## src/rtl/led_peak_meter.sv

```systemverilog
// led_peak_meter: log-scaled stereo level meter with peak hold and timed decay on 8 LEDs
module led_peak_meter #(
    parameter int HOLD_SAMPLES  = 4800,
    parameter int DECAY_SAMPLES = 480
) (
    input  logic        clk,
    input  logic        rst,
    input  logic        valid,
    input  logic [15:0] lft_out,
    input  logic [15:0] rht_out,
    input  logic        mode,
    output logic [7:0]  LED
);
    localparam int HW = $clog2(HOLD_SAMPLES + 1);
    localparam int DW = (DECAY_SAMPLES > 1) ? $clog2(DECAY_SAMPLES) : 1;
    localparam logic [HW-1:0] HOLD_INIT  = HW'(HOLD_SAMPLES);
    localparam logic [DW-1:0] DECAY_LAST = DW'(DECAY_SAMPLES - 1);

    typedef enum logic [1:0] {IDLE, HOLD, DECAY} state_t;

    logic          valid_q;
    logic          ev0_q;
    logic [15:0]   lft_q;
    logic [15:0]   rht_q;
    logic          ev1_q;
    logic [3:0]    lvl_q;
    state_t        state_q;
    logic [3:0]    pk_q;
    logic [3:0]    lvl_r_q;
    logic [HW-1:0] hold_cnt_q;
    logic [DW-1:0] decay_cnt_q;
    logic [7:0]    led_q;
    logic [14:0]   mag_l;
    logic [14:0]   mag_r;
    logic [14:0]   mag;

    // |x| with -32768 saturated to 32767
    function automatic logic [14:0] abs15(input logic [15:0] x);
        logic [15:0] n;
        n = 16'd0 - x;
        return (x == 16'h8000) ? 15'h7fff : (x[15] ? n[14:0] : x[14:0]);
    endfunction

    // number of octave thresholds 128..16384 reached by m
    function automatic logic [3:0] quant(input logic [14:0] m);
        logic [3:0] c;
        c = 4'd0;
        for (int k = 1; k <= 8; k++)
            if (m >= 15'(1 << (k + 6))) c = c + 4'd1;
        return c;
    endfunction

    function automatic logic [7:0] bar(input logic [3:0] n);
        logic [8:0] t;
        t = (9'd1 << n) - 9'd1;
        return t[7:0];
    endfunction

    function automatic logic [7:0] dot(input logic [3:0] n);
        return (n == 4'd0) ? 8'd0 : (8'd1 << (n - 4'd1));
    endfunction

    assign mag_l = abs15(lft_q);
    assign mag_r = abs15(rht_q);
    assign mag   = (mag_l > mag_r) ? mag_l : mag_r;
    assign LED   = led_q;

    // stage 0: rising-edge detect on valid and capture of the sample pair
    always_ff @(posedge clk) begin
        if (rst) begin
            valid_q <= 1'b1;
            ev0_q   <= 1'b0;
            lft_q   <= '0;
            rht_q   <= '0;
        end else begin
            valid_q <= valid;
            ev0_q   <= valid & ~valid_q;
            lft_q   <= lft_out;
            rht_q   <= rht_out;
        end
    end

    // stage 1: register the quantized level of the louder channel
    always_ff @(posedge clk) begin
        if (rst) begin
            ev1_q <= 1'b0;
            lvl_q <= '0;
        end else begin
            ev1_q <= ev0_q;
            lvl_q <= quant(mag);
        end
    end

    // stage 2: peak FSM; a level at or above the peak restarts the hold
    always_ff @(posedge clk) begin
        if (rst) begin
            state_q     <= IDLE;
            pk_q        <= '0;
            lvl_r_q     <= '0;
            hold_cnt_q  <= '0;
            decay_cnt_q <= '0;
        end else if (ev1_q) begin
            lvl_r_q <= lvl_q;
            if (lvl_q >= pk_q && lvl_q != 4'd0) begin
                pk_q        <= lvl_q;
                hold_cnt_q  <= HOLD_INIT;
                decay_cnt_q <= '0;
                state_q     <= HOLD;
            end else begin
                case (state_q)
                    HOLD: begin
                        hold_cnt_q <= (hold_cnt_q != '0) ? hold_cnt_q - HW'(1) : hold_cnt_q;
                        if (hold_cnt_q <= HW'(1)) begin
                            state_q     <= DECAY;
                            decay_cnt_q <= '0;
                        end
                    end
                    DECAY: begin
                        if (decay_cnt_q == DECAY_LAST) begin
                            decay_cnt_q <= '0;
                            pk_q        <= (pk_q != 4'd0) ? pk_q - 4'd1 : pk_q;
                            if (pk_q <= 4'd1) state_q <= IDLE;
                        end else begin
                            decay_cnt_q <= decay_cnt_q + DW'(1);
                        end
                    end
                    default: state_q <= IDLE;
                endcase
            end
        end
    end

    // stage 3: LED drive, recomputed every cycle from registered state
    always_ff @(posedge clk) begin
        if (rst) led_q <= '0;
        else     led_q <= mode ? (bar(lvl_r_q) | dot(pk_q)) : bar(pk_q);
    end
endmodule

```

## config.mk

```make
export PLATFORM = sky130hd
export DESIGN_NAME = led_peak_meter
export DESIGN_NICKNAME = d
export VERILOG_FILES = /design/src/rtl/led_peak_meter.sv
export SDC_FILE = /design/constraint.sdc
export NUM_CORES = 1
export LEC_CHECK = 0
export CAP_MARGIN = 40
export CELL_PAD_IN_SITES_DETAIL_PLACEMENT = 1
export CELL_PAD_IN_SITES_GLOBAL_PLACEMENT = 1
export CORE_MARGIN = 3
export CORE_UTILIZATION = 45
export CTS_CLUSTER_DIAMETER = 200
export DETAILED_ROUTE_END_ITERATION = 12
export DONT_BUFFER_PORTS = 1
export GPL_TIMING_DRIVEN = 0
export PLACE_DENSITY = 0.76
export SLEW_MARGIN = 20
export SYNTH_ARGS = -nofsm -noshare
export SYNTH_HDL_FRONTEND = slang
export SYNTH_SLANG_ARGS = --single-unit
```

## constraint.sdc

```tcl
create_clock -name clk -period 7.9 [get_ports clk]
set_input_delay 1.185 -clock clk [delete_from_list [all_inputs] [get_ports clk]]
set_output_delay 1.185 -clock clk [all_outputs]
set_load 0.03 [all_outputs]
```

======== After elaboration in Yosys (flattened, before gate mapping) ========
Index checks and enable logic that the tools add are counted.
cells by class
  add/subtract/negate cells ............... 14
  magnitude comparators ................... 12
  equality and inequality tests ........... 8
  shift-type cells ........................ 3
  mux-type cells .......................... 38
  bitwise gates (word level) .............. 3
  reduce and logical (&&, ||, !) cells .... 15
operators by type and width
  kind                                                                  number
  two-way mux 15 bit                                                    5
  two-way mux 4 bit                                                     18
  two-way mux 13 bit                                                    3
  == test 16 bit (second input constant)                                2
  subtractor 1 x 15 -> 15 bit (first input constant)                    2
  adder 4 x 1 -> 4 bit (second input constant)                          7
  two-way mux 9 bit                                                     3
  left shift 1 x 4 -> 8 bit (first input constant)                      3
  case mux 9 bit (2 select lines)                                       1
  two-way mux 8 bit                                                     2
  subtractor 8 x 1 -> 8 bit (second input constant)                     2
  greater-or-equal comparator 15 x 10 -> 1 bit (second input constant)  1
  greater-or-equal comparator 15 x 11 -> 1 bit (second input constant)  1
  greater-or-equal comparator 15 x 12 -> 1 bit (second input constant)  1
  greater-or-equal comparator 15 x 13 -> 1 bit (second input constant)  1
  greater-or-equal comparator 15 x 14 -> 1 bit (second input constant)  1
  greater-or-equal comparator 15 bit (second input constant)            1
  greater-or-equal comparator 15 x 8 -> 1 bit (second input constant)   1
  greater-or-equal comparator 15 x 9 -> 1 bit (second input constant)   1
  greater-than comparator 15 bit                                        1
  less-or-equal comparator 13 x 1 -> 1 bit (second input constant)      1
  nonzero test 13 bit                                                   1
  subtractor 13 x 1 -> 13 bit (second input constant)                   1
  nonzero test 2 bit                                                    5
  20 further kinds                                                      28
word-level totals
  bits in registers ....................... 79
  input port bits ......................... 36
  output and inout port bits .............. 8
  word-level logic and storage cells ...... 105

======== Longest topological paths before layout ========
Gate-level depths: netlist (run 1).
  word-level depth ........................ 28
  depth in mapped cells ................... 34
  depth with buffers taken out ............ 32

======== Least setup slack after synthesis (run 1) ========
OpenSTA, ideal clock, no wires.
  path kind ............................... reg2reg
  start ................................... register lft_q[6]
  end ..................................... register lvl_q[3]
  arrival time ............................ 6.442 ns
  required time ........................... 7.830 ns
  path slack .............................. 1.388 ns
  cell stages (with the launch flop) ...... 31
  buffers on the path ..................... 3
  clock period less this slack ............ 6.512 ns
  cells stage by stage .................... dfxtp_1 > or4_4 > nor3_1 > nand4b_1 > clkbuf_1 > nand2_1 > nor2_1 > a31oi_1 > ha_1 > a21oi_1 > o21ai_0 > a221oi_1 > a21oi_1 > clkbuf_1 > a31oi_1 > nor2_1 > and2_1 > ha_1 > clkbuf_1 > inv_1 > a311o_1 > o2111ai_4 > ha_1 > xnor2_1 > a22oi_1 > nand2_1 > ha_1 > nor2_1 > or3b_1 > or4_1 > a21oi_1
between the ends
  longest elaborated chain between the ends .. 28
  elaborated cells on any way between the ends .. 36
RTL lines
  item                                         RTL line  source
  start, declared                              23        logic [15:0] lft_q;
  start signal, assigned                       78        lft_q <= lft_out;
  subtractor 1 x 15 -> 15 bit                  40        n = 16'd0 - x;
  two-way mux 15 bit                           41        return (x == 16'h8000) ? 15'h7fff : (x[15] ? n[14:0] : x[14:0]);
  two-way mux 15 bit (*)                       41
  greater-than comparator 15 bit               65        assign mag = (mag_l > mag_r) ? mag_l : mag_r;
  two-way mux 15 bit (*)                       65
  greater-or-equal comparator 15 x 8 -> 1 bit  49        if (m >= 15'(1 << (k + 6))) c = c + 4'd1;
  two-way mux 1 bit                            49
  two-way mux 4 bit                            85        if (rst) begin
  [12 not listed]                              -
  adder 4 x 1 -> 4 bit                         49
  two-way mux 4 bit                            49
  two-way mux 4 bit                            85
  adder 4 x 1 -> 4 bit                         49
  two-way mux 4 bit                            49
  two-way mux 4 bit                            85
  adder 4 x 1 -> 4 bit                         49
  two-way mux 4 bit (*)                        49
  end signal, assigned                         90        lvl_q <= quant(mag);
  end, declared                                26        logic [3:0] lvl_q;
Every way passes the cells marked *; elsewhere a longest branch is shown, timed or not. The select of a mux whose other input is x is not followed.
A chain may end at the register's enable or synchronous reset.

======== Final worst setup path (run 1) ========
Ends and elaborated chain as after synthesis.

==> impl_metrics.env, run 1 <==
export IMPL_status="finished, final reports clean"
export IMPL_avgSynthCellArea_um2=8.26
export IMPL_fillCellCount=1374
export IMPL_tns_ns=0
export IMPL_die_width_um=115
export IMPL_crit_path_end_kind="register"
export IMPL_required_ns=8.17
export IMPL_gp_congestion=0.863
export IMPL_cp_buffers_inverters=4
export IMPL_synth_area_um2=5300
export IMPL_synth_cell_types=71
export IMPL_dp_hpwl_um=11000
export IMPL_root_buffer="clkbuf_16"
export IMPL_clkTransAtPathRegs_ns=0.06
export IMPL_whs_endpoint="ev0_q"
export IMPL_fmax_ghz=0.135
export IMPL_arrival_ns=7.70
export IMPL_synthTopCellsByCount="79 x dfxtp_1, 61 x nand2_1, 55 x nor2_1"
export IMPL_cts_buffers_inserted=9
export IMPL_fp_dieH_um=115
export IMPL_avgRoutedWirePerCell_um=18.0
export IMPL_synth_area_leaders="dfxtp_1 30%, ha_1 9.0%, nor2b_1 4.5%"
export IMPL_synth_top_area_share_pct=29.9
export IMPL_pwr_share_seq_pct=35.2
export IMPL_rows=38
export IMPL_crit_family="simple AND/OR/NAND/NOR gates"
export IMPL_reg2regPathDepth=30
export IMPL_ios=44
export IMPL_path_max_fanout=10
export IMPL_hold_viol=0
export IMPL_post_cts_buffers=0
export IMPL_startpoint="lft_q[6]"
export IMPL_synth_cells=641
export IMPL_whs_path_depth=1
export IMPL_p_comb_share_pct=31.7
export IMPL_cts_hold_buf=0
export IMPL_clock_latency_ns=0.34
export IMPL_switching_share_pct=35.3
export IMPL_fin_util_pct=52.2
export IMPL_crit_path_frequent_cell="ha_1"
export IMPL_synthArstFlopShare_pct=0
export IMPL_synth_seq_cells=79
export IMPL_cts_tree="done"
export IMPL_final_area_um2=5830
export IMPL_fin_skew_ns=0.00730
export IMPL_coreArea_um2=11200
export IMPL_timing_max_cap_violations=0
export IMPL_hold_path_class="register to register"
export IMPL_max_slew_margin_rel_pct=49.9
export IMPL_drtIter0Drc=169
export IMPL_clockBufferDepth=2
export IMPL_synth_flop_cell="dfxtp_1"
export IMPL_port_buffers=0
export IMPL_final_nets=727
export IMPL_crit_path_max_incr_delay_ns=0.60
export IMPL_switching_power_uw=464
export IMPL_synth_edf_count=0
export IMPL_worstMarginPinSlew_ns=0.730
export IMPL_grtUsageTotal_pct=22.7
export IMPL_post_place_ws_ns=0.343
export IMPL_synth_most_common_cell="dfxtp_1"
export IMPL_rsz0062_at_grt="false"
export IMPL_area_growth_pct=10.0
export IMPL_fin_ws_ns=0.471
export IMPL_drive_above_1_share_pct=7.29
export IMPL_fp_dieArea_um2=13100
export IMPL_drv_slew=0
export IMPL_ctsResizeCount=0
export IMPL_drtPass1Iterations=4
export IMPL_drc_errors=0
export IMPL_r2r_setup_slack_ns=0.47
export IMPL_internal_power_uw=850
export IMPL_vias_per_cell=5.89
export IMPL_peakVddDrop_mv=0.149
export IMPL_finalCriticalPeriod_ns=7.43
export IMPL_synth_top_cell_by_area="dfxtp_1"
export IMPL_finalCritPeriodShare_pct=94.0
export IMPL_antenna_left=0
export IMPL_r2r_end="lvl_q[3]"
export IMPL_grt_pass1_vias=4923
export IMPL_vias=4711
export IMPL_power_mw=1.31
export IMPL_syn_num_nets=715
export IMPL_crit_slowest_cell="or4_4"
export IMPL_start_kind="register"
export IMPL_clock_power_share_pct=33.1
export IMPL_grt_pass1_wl_um=23800
export IMPL_initial_core_util_pct=47.4
export IMPL_overflow=0
export IMPL_leakage_nw=2.27
export IMPL_crit_cells=30
export IMPL_antenna_found_initial=0
export IMPL_postRouteWirelength_um=14400
export IMPL_postPlaceCellArea_um2=5480
export IMPL_r2r_start="lft_q[6]"
export IMPL_htree_levels=3
export IMPL_yosysSeqAreaShare_pct=29.9
export IMPL_setup_viol=0
export IMPL_power_density_nw_per_um2=226
export IMPL_worstHoldStart="valid_q"
export IMPL_cts_sinks=79
export IMPL_crit_type="register to register"
export IMPL_yosys_warnings=0
export IMPL_grt_max_degree=16
sequential cells by signal (all words and copies together), names as in the netlist:
signal / cells
lft_q: 16
rht_q: 16
hold_cnt_q: 13
decay_cnt_q: 9
LED: 8
lvl_q: 4
lvl_r_q: 4
pk_q: 4
state_q: 2
ev0_q: 1
ev1_q: 1
valid_q: 1
layout by cell type, fill, tap and decap left out, types with 7 or more instances in the layout:
cell and instances:
a211oi_1 10, xnor2_1 26, a21oi_1 34, nor3_1 18, nand3_1 15, mux2i_1 12, xor2_1 20, clkbuf_16 9
or3_1 9, nor4_1 7, nor2_1 55, nand4_1 10, o31ai_1 11, clkbuf_1 24, nand2b_1 9, and2_1 12
nand2_1 61, o21ai_0 21, ha_1 38, and3_1 8, dfxtp_1 79, a31oi_1 8, inv_1 21, nor2b_1 38
how the worst max path moves through the flow:
stage	end
after floorplan	lvl_q[3]
after global placement	lvl_q[3]
after detailed placement	lvl_q[3]
after CTS	lvl_q[3]
after global routing	lvl_q[3]
final	lvl_q[3]
metal layers:
metal	vias to the layer above	part of all wire [%]	global-route usage [%]
li1	2315	-	-
met1	2325	44	26.6
met2	56	52	41.4
met3	15	2.6	4.70
met4	0	1.5	6.10
met5	-	0	0
layout make-up:
type	instances	area [um^2]	share of cell area, %
diodes	2	5.00	0.0859
plain buffers	29	119	2.04
clock buffers	10	239	4.10
clock inverters	6	76.3	1.31
inverters	21	78.8	1.35
multi-input cells	512	3550	60.8
flip-flops and latches	79	1580	27.1
well taps	140	175	3.01
repair buffers	1	7.51	0.129
worst reg2reg max path, delay by kind of cell, from the launching register on:
kind | cells | cell delay, ns
xor+xnor | 1 | 0.15
compound gates | 10 | 2.30
fa+ha+maj | 4 | 1.16
flops | 1 | 0.37
simple gates | 11 | 2.42
buf+inv | 4 | 0.96
stage by stage:
step	cells	hold slack, ns
floorplan	641	0.373
global placement	781	0.379
detailed placement	782	0.386
CTS	798	0.394
global route	798	0.404
finish	800	0.390
power by group through the flow:
| stage | Sequential [mW] | Clock [mW] | Combinational (mW) |
|---|---|---|---|
| CTS | 0.461 | 0.446 | 0.414 |
| finish | 0.462 | 0.436 | 0.416 |
| floorplan | 0.458 | 0 | 0.314 |
| global placement | 0.468 | 0 | 0.386 |
| global route | 0.465 | 0.465 | 0.465 |
| detailed placement | 0.468 | 0 | 0.407 |
cell families (layout without fill, tap and decap cells):
group | Yosys count | count (layout) | synth area share (%)
AND/OR/NAND/NOR | 283 | 283 | 28.7
AO/OA/AOI/OAI | 126 | 126 | 16.8
flip-flops | 79 | 79 | 29.9
buffers and inverters | 50 | 67 | 3.73
XOR/XNOR | 49 | 49 | 8.67
adder cells (fa/ha/maj) | 38 | 38 | 8.98
multiplexers | 16 | 16 | 3.21
other | 0 | 2 | 0
No activity file was read; power rests on OpenSTA's default activity.
==> inputs of run 2 (changes only) <==
Settings changed: CORE_UTILIZATION 45 to 49, CTS_CLUSTER_SIZE set to 25, PLACE_DENSITY 0.76 to 0.82.
==> run 2 against run 1 <==
Compared with the run above: sequential cell count did not move; first-iteration DRC count is 27% higher; global-route usage grew 1.7 points; highest routed layer unchanged; die area shrank 7.7%; final cell count shrank 0.75%; critical path depth decreased by 1; sequential power about the same; non-clock buffer count is the same; setup slack better by 0.26 ns; critical path type unchanged; register-to-register slack improved by 0.26 ns; final area decreased by 2.2%.
==> impl_metrics.env, run 2 (synthesis results as in run 1) <==
export IMPL_ios=44
export IMPL_max_slew_margin_rel_pct=48.0
export IMPL_port_buffers=0
export IMPL_r2r_start="lft_q[6]"
export IMPL_clockBufferDepth=2
export IMPL_cts_buffers_inserted=9
export IMPL_antenna_found_initial=0
export IMPL_coreArea_um2=10400
export IMPL_fin_ws_ns=0.734
export IMPL_root_buffer="clkbuf_8"
export IMPL_fp_dieArea_um2=12100
export IMPL_die_width_um=110
export IMPL_p_comb_share_pct=35.5
export IMPL_final_nets=727
export IMPL_required_ns=8.18
export IMPL_peakVddDrop_mv=0.104
export IMPL_endpoint="lvl_q[3]"
export IMPL_diodes=0
export IMPL_hold_viol=0
export IMPL_grt_max_degree=14
export IMPL_power_mw=1.16
export IMPL_antenna_left=0
export IMPL_final_common_cell="dfxtp_1"
export IMPL_drtIter0Drc=215
export IMPL_status="finished, final reports clean"
export IMPL_worstMarginPinSlew_ns=0.774
export IMPL_crit_type="register to register"
export IMPL_crit_path_max_incr_delay_ns=0.60
export IMPL_clock_power_share_pct=24.9
export IMPL_cts_tree="done"
export IMPL_pwr_share_seq_pct=39.7
export IMPL_fp_dieH_um=110
export IMPL_fin_skew_ns=0.00763
export IMPL_reg2regPathDepth=29
export IMPL_holdWs_ns=0.396
export IMPL_crit_path_frequent_cell="ha_1"
export IMPL_cts_hold_buf=0
export IMPL_tns_ns=0
export IMPL_initial_core_util_pct=50.9
export IMPL_layout_common_cells="79 x dfxtp_1, 61 x nand2_1, 55 x nor2_1, 38 x nor2b_1, 38 x ha_1"
export IMPL_switching_share_pct=36.6
export IMPL_postRouteWirelength_um=14100
export IMPL_start_kind="register"
export IMPL_internal_power_uw=737
export IMPL_grtUsageTotal_pct=24.3
export IMPL_worstHoldStart="valid_q"
export IMPL_startpoint="lft_q[6]"
export IMPL_crit_path_end_kind="register"
export IMPL_grt_pass1_vias=4918
export IMPL_switching_power_uw=426
export IMPL_rows=37
export IMPL_cts_sinks=79
export IMPL_drive_above_1_share_pct=7.29
export IMPL_setup_viol=0
export IMPL_r2r_end="lvl_q[3]"
export IMPL_fin_util_pct=54.7
export IMPL_rsz0062_at_grt="false"
export IMPL_vias=4694
export IMPL_crit_slowest_cell="or4_4"
export IMPL_finalCritPeriodShare_pct=90.7
export IMPL_drtPass1Iterations=4
export IMPL_timing_max_cap_violations=0
export IMPL_drc_errors=0
export IMPL_hold_path_class="register to register"
export IMPL_clkTransAtPathRegs_ns=0.08
export IMPL_post_place_ws_ns=0.329
export IMPL_leakage_nw=2.22
export IMPL_gp_congestion=0.878
export IMPL_arrival_ns=7.44
export IMPL_clock_latency_ns=0.35
export IMPL_vias_per_cell=5.91
export IMPL_path_max_fanout=10
export IMPL_overflow=0
export IMPL_htree_levels=3
export IMPL_grt_pass1_wl_um=23500
export IMPL_finalCriticalPeriod_ns=7.17
export IMPL_r2r_setup_slack_ns=0.73
export IMPL_fmax_ghz=0.140
export IMPL_avgRoutedWirePerCell_um=17.7
export IMPL_drv_slew=0
export IMPL_reg_largest_list="lft_q: 16 flops, rht_q: 16 flops, hold_cnt_q: 13 flops"
export IMPL_dp_hpwl_um=11100
export IMPL_area_growth_pct=7.63
export IMPL_power_density_nw_per_um2=204
run 2: what timing repair did:
item,4_1_cts,5_1_grt
gates resized for setup,0,5
setup endpoints to repair,0,3
setup buffers,0,0
run 2: critical path, delay by kind of cell, from the launching register on:
family | cells | cell delay [ns]
compound gates | 10 | 2.17
flops | 1 | 0.39
buf+inv | 3 | 0.68
xor+xnor | 1 | 0.14
simple gates | 11 | 2.40
fa+ha+maj | 4 | 1.27
run 2: metrics by stage:
step	area, um^2	cells
after floorplan	5300	641
after global placement	5470	777
after detailed placement	5470	777
after CTS	5660	793
after global routing	5700	794
final	5700	794
run 2: layer usage:
metal,track usage [%],share of wire [%]
met3,4.95,3.0
met5,0,0
met2,43.5,52
met1,29.4,44
met4,6.59,0.98
run 2: how the worst min path moves through the flow:
| stage | to | depth (start not counted) |
|---|---|---|
| 2_1_floorplan | ev0_q | 1 |
| 3_5_place_dp | ev0_q | 1 |
| 4_1_cts | ev0_q | 1 |
| 3_3_place_gp | ev0_q | 1 |
| 6_report | ev0_q | 1 |
| 5_1_grt | ev0_q | 1 |
run 2: area by class of cell:
cell class	count	area [um^2]
multi-input combinational	512	3550
sequential	79	1580
clock buffer	10	128
buffer	28	115
fill	1278	4710
inverter	21	78.8
clock inverter	6	61.3
tap	136	170
timing repair buffer	2	12.5
run 2: power by group through the flow:
stage	Combinational [mW]	Clock, mW	Sequential, mW
6_report	0.413	0.289	0.461
3_5_place_dp	0.409	0	0.469
2_1_floorplan	0.314	0	0.458
3_3_place_gp	0.383	0	0.469
5_1_grt	0.469	0.317	0.464
4_1_cts	0.412	0.297	0.460
==> inputs of run 3 (changes only) <==
Settings changed: CELL_PAD_IN_SITES_DETAIL_PLACEMENT 1 to not set, CELL_PAD_IN_SITES_GLOBAL_PLACEMENT 1 to not set, CORE_UTILIZATION 49 to 50, PLACE_DENSITY 0.82 to 0.66.
==> run 3 against run 2 <==
Compared with the run above: wire length fell by 18%; critical path depth did not move; worst hold slack gained 0.0011 ns; die area is 1.9% lower; global-route usage is 3.7 points lower; fmax fell by 2.3%; clock skew up 0.0020 ns; first-iteration DRC count is 35% higher; utilization rose by 2.0 points.
==> impl_metrics.env, run 3 (synthesis results as in run 1) <==
export IMPL_avgRoutedWirePerCell_um=14.6
export IMPL_antenna_left=0
export IMPL_antenna_found_initial=1
export IMPL_final_common_cell="dfxtp_1"
export IMPL_cts_hold_buf=0
export IMPL_post_cts_buffers=0
export IMPL_setup_viol=0
export IMPL_drive_above_1_share_pct=7.14
export IMPL_dp_hpwl_um=8890
export IMPL_cts_tree="done"
export IMPL_whs_endpoint="ev0_q"
export IMPL_status="finished, final reports clean"
export IMPL_power_density_nw_per_um2=204
export IMPL_crit_type="register to register"
export IMPL_fin_skew_ns=0.00961
export IMPL_postRouteWirelength_um=11600
export IMPL_rows=36
export IMPL_r2r_end="lvl_q[3]"
export IMPL_vias=4491
export IMPL_fp_dieH_um=109
export IMPL_reg_largest_list="lft_q: 16 flops, rht_q: 16 flops, hold_cnt_q: 13 flops"
export IMPL_grt_max_degree=15
export IMPL_drc_errors=0
export IMPL_worstMarginPinSlew_ns=0.880
export IMPL_grt_pass1_wl_um=19700
export IMPL_arrival_ns=7.63
export IMPL_leakage_nw=2.21
export IMPL_clock_latency_ns=0.36
export IMPL_timing_max_cap_violations=0
export IMPL_required_ns=8.20
export IMPL_drtPass1Iterations=5
export IMPL_finalCriticalPeriod_ns=7.33
export IMPL_drtIter0Drc=290
export IMPL_crit_slowest_cell="nor4_1"
export IMPL_layout_common_cells="79 x dfxtp_1, 61 x nand2_1, 55 x nor2_1, 38 x nor2b_1, 38 x ha_1"
export IMPL_hold_viol=0
export IMPL_worstHoldStart="valid_q"
export IMPL_cts_sinks=79
export IMPL_reg2regPathDepth=29
export IMPL_grt_pass1_vias=4156
export IMPL_clkTransAtPathRegs_ns=0.09
export IMPL_coreArea_um2=10000
export IMPL_fillCellCount=939
export IMPL_tns_ns=0
export IMPL_grtUsageTotal_pct=20.6
export IMPL_drv_slew=0
export IMPL_path_max_fanout=10
export IMPL_fmax_ghz=0.136
export IMPL_r2r_setup_slack_ns=0.57
export IMPL_crit_path_max_incr_delay_ns=0.80
export IMPL_finalCritPeriodShare_pct=92.8
export IMPL_die_width_um=109
export IMPL_crit_path_end_kind="register"
export IMPL_htree_levels=3
export IMPL_overflow=0
export IMPL_rsz0062_at_grt="false"
export IMPL_cts_buffers_inserted=9
export IMPL_hold_path_class="register to register"
export IMPL_start_kind="register"
export IMPL_max_slew_margin_rel_pct=40.8
export IMPL_clockBufferDepth=2
export IMPL_fin_cells=792
export IMPL_ios=44
export IMPL_place_inst=774
export IMPL_whs_path_depth=1
export IMPL_peakVddDrop_mv=0.106
export IMPL_root_buffer="clkbuf_8"
export IMPL_fp_dieArea_um2=11900
export IMPL_area_growth_pct=7.56
export IMPL_vias_per_cell=5.67
export IMPL_final_nets=727
export IMPL_fin_util_pct=56.7
export IMPL_r2r_start="lft_q[10]"
export IMPL_gp_congestion=0.959
export IMPL_port_buffers=0
export IMPL_crit_path_frequent_cell="ha_1"
export IMPL_initial_core_util_pct=52.7
export IMPL_startpoint="lft_q[10]"
-- run 3: report_power, final --
part	leakage (nW)	internal (mW)	switching, mW
logic	1.47	0.166	0.223
clock network	0.0993	0.156	0.162
registers	0.648	0.424	0.0344
total	2.21	0.746	0.419
-- run 3: worst max-delay path by stage --
| stage | end | cells after the start |
|---|---|---|
| 2_1_floorplan | lvl_q[3] | 30 |
| 4_1_cts | lvl_q[3] | 27 |
| 3_3_place_gp | lvl_q[3] | 27 |
| 3_5_place_dp | lvl_q[3] | 27 |
| 5_1_grt | lvl_q[3] | 29 |
| 6_report | lvl_q[3] | 29 |
-- run 3: per-layer routing --
metal,up-vias,part of all wire [%],global-route usage (%)
met4,0,1.8,7.66
met5,-,0,0
met2,85,42,30.9
li1,2328,-,-
met3,20,4.0,3.61
met1,2058,52,29.5
-- run 3: final cells by class --
cell class	instances	area, um^2	area share, %
tap	133	166	2.92
clock buffer	10	138	2.42
multi-input combinational	512	3540	62.1
sequential	79	1580	27.8
antenna	1	2.50	0.0439
timing repair buffer	1	7.51	0.132
inverter	21	78.8	1.38
buffer	29	119	2.09
clock inverter	6	67.6	1.19
-- run 3: critical path, delay by kind of cell, from the launching register on --
| kind | cells | cell delay [ns] |
|---|---|---|
| buffers and inverters | 4 | 0.91 |
| adder cells (fa/ha/maj) | 4 | 1.13 |
| XOR/XNOR | 1 | 0.14 |
| AND/OR/NAND/NOR | 10 | 2.43 |
| flip-flops | 1 | 0.39 |
| AO/OA/AOI/OAI | 10 | 2.29 |
-- run 3: through the flow --
step / cell area [um^2] / setup slack (ns) / hold slack (ns) / power [mW]
after global routing: 5700 / 0.0156 / 0.441 / 1.25
final: 5700 / 0.567 / 0.397 / 1.16
after detailed placement: 5460 / 0.575 / 0.382 / 0.851
after CTS: 5670 / 0.535 / 0.398 / 1.17
after floorplan: 5300 / 1.39 / 0.373 / 0.772
after global placement: 5460 / 0.645 / 0.380 / 0.844
-- run 3: what timing repair did --
action | in CTS | in global routing
gates resized for setup | 0 | 3
endpoints found under the setup margin | 0 | 3
hold endpoints to repair | 0 | 0
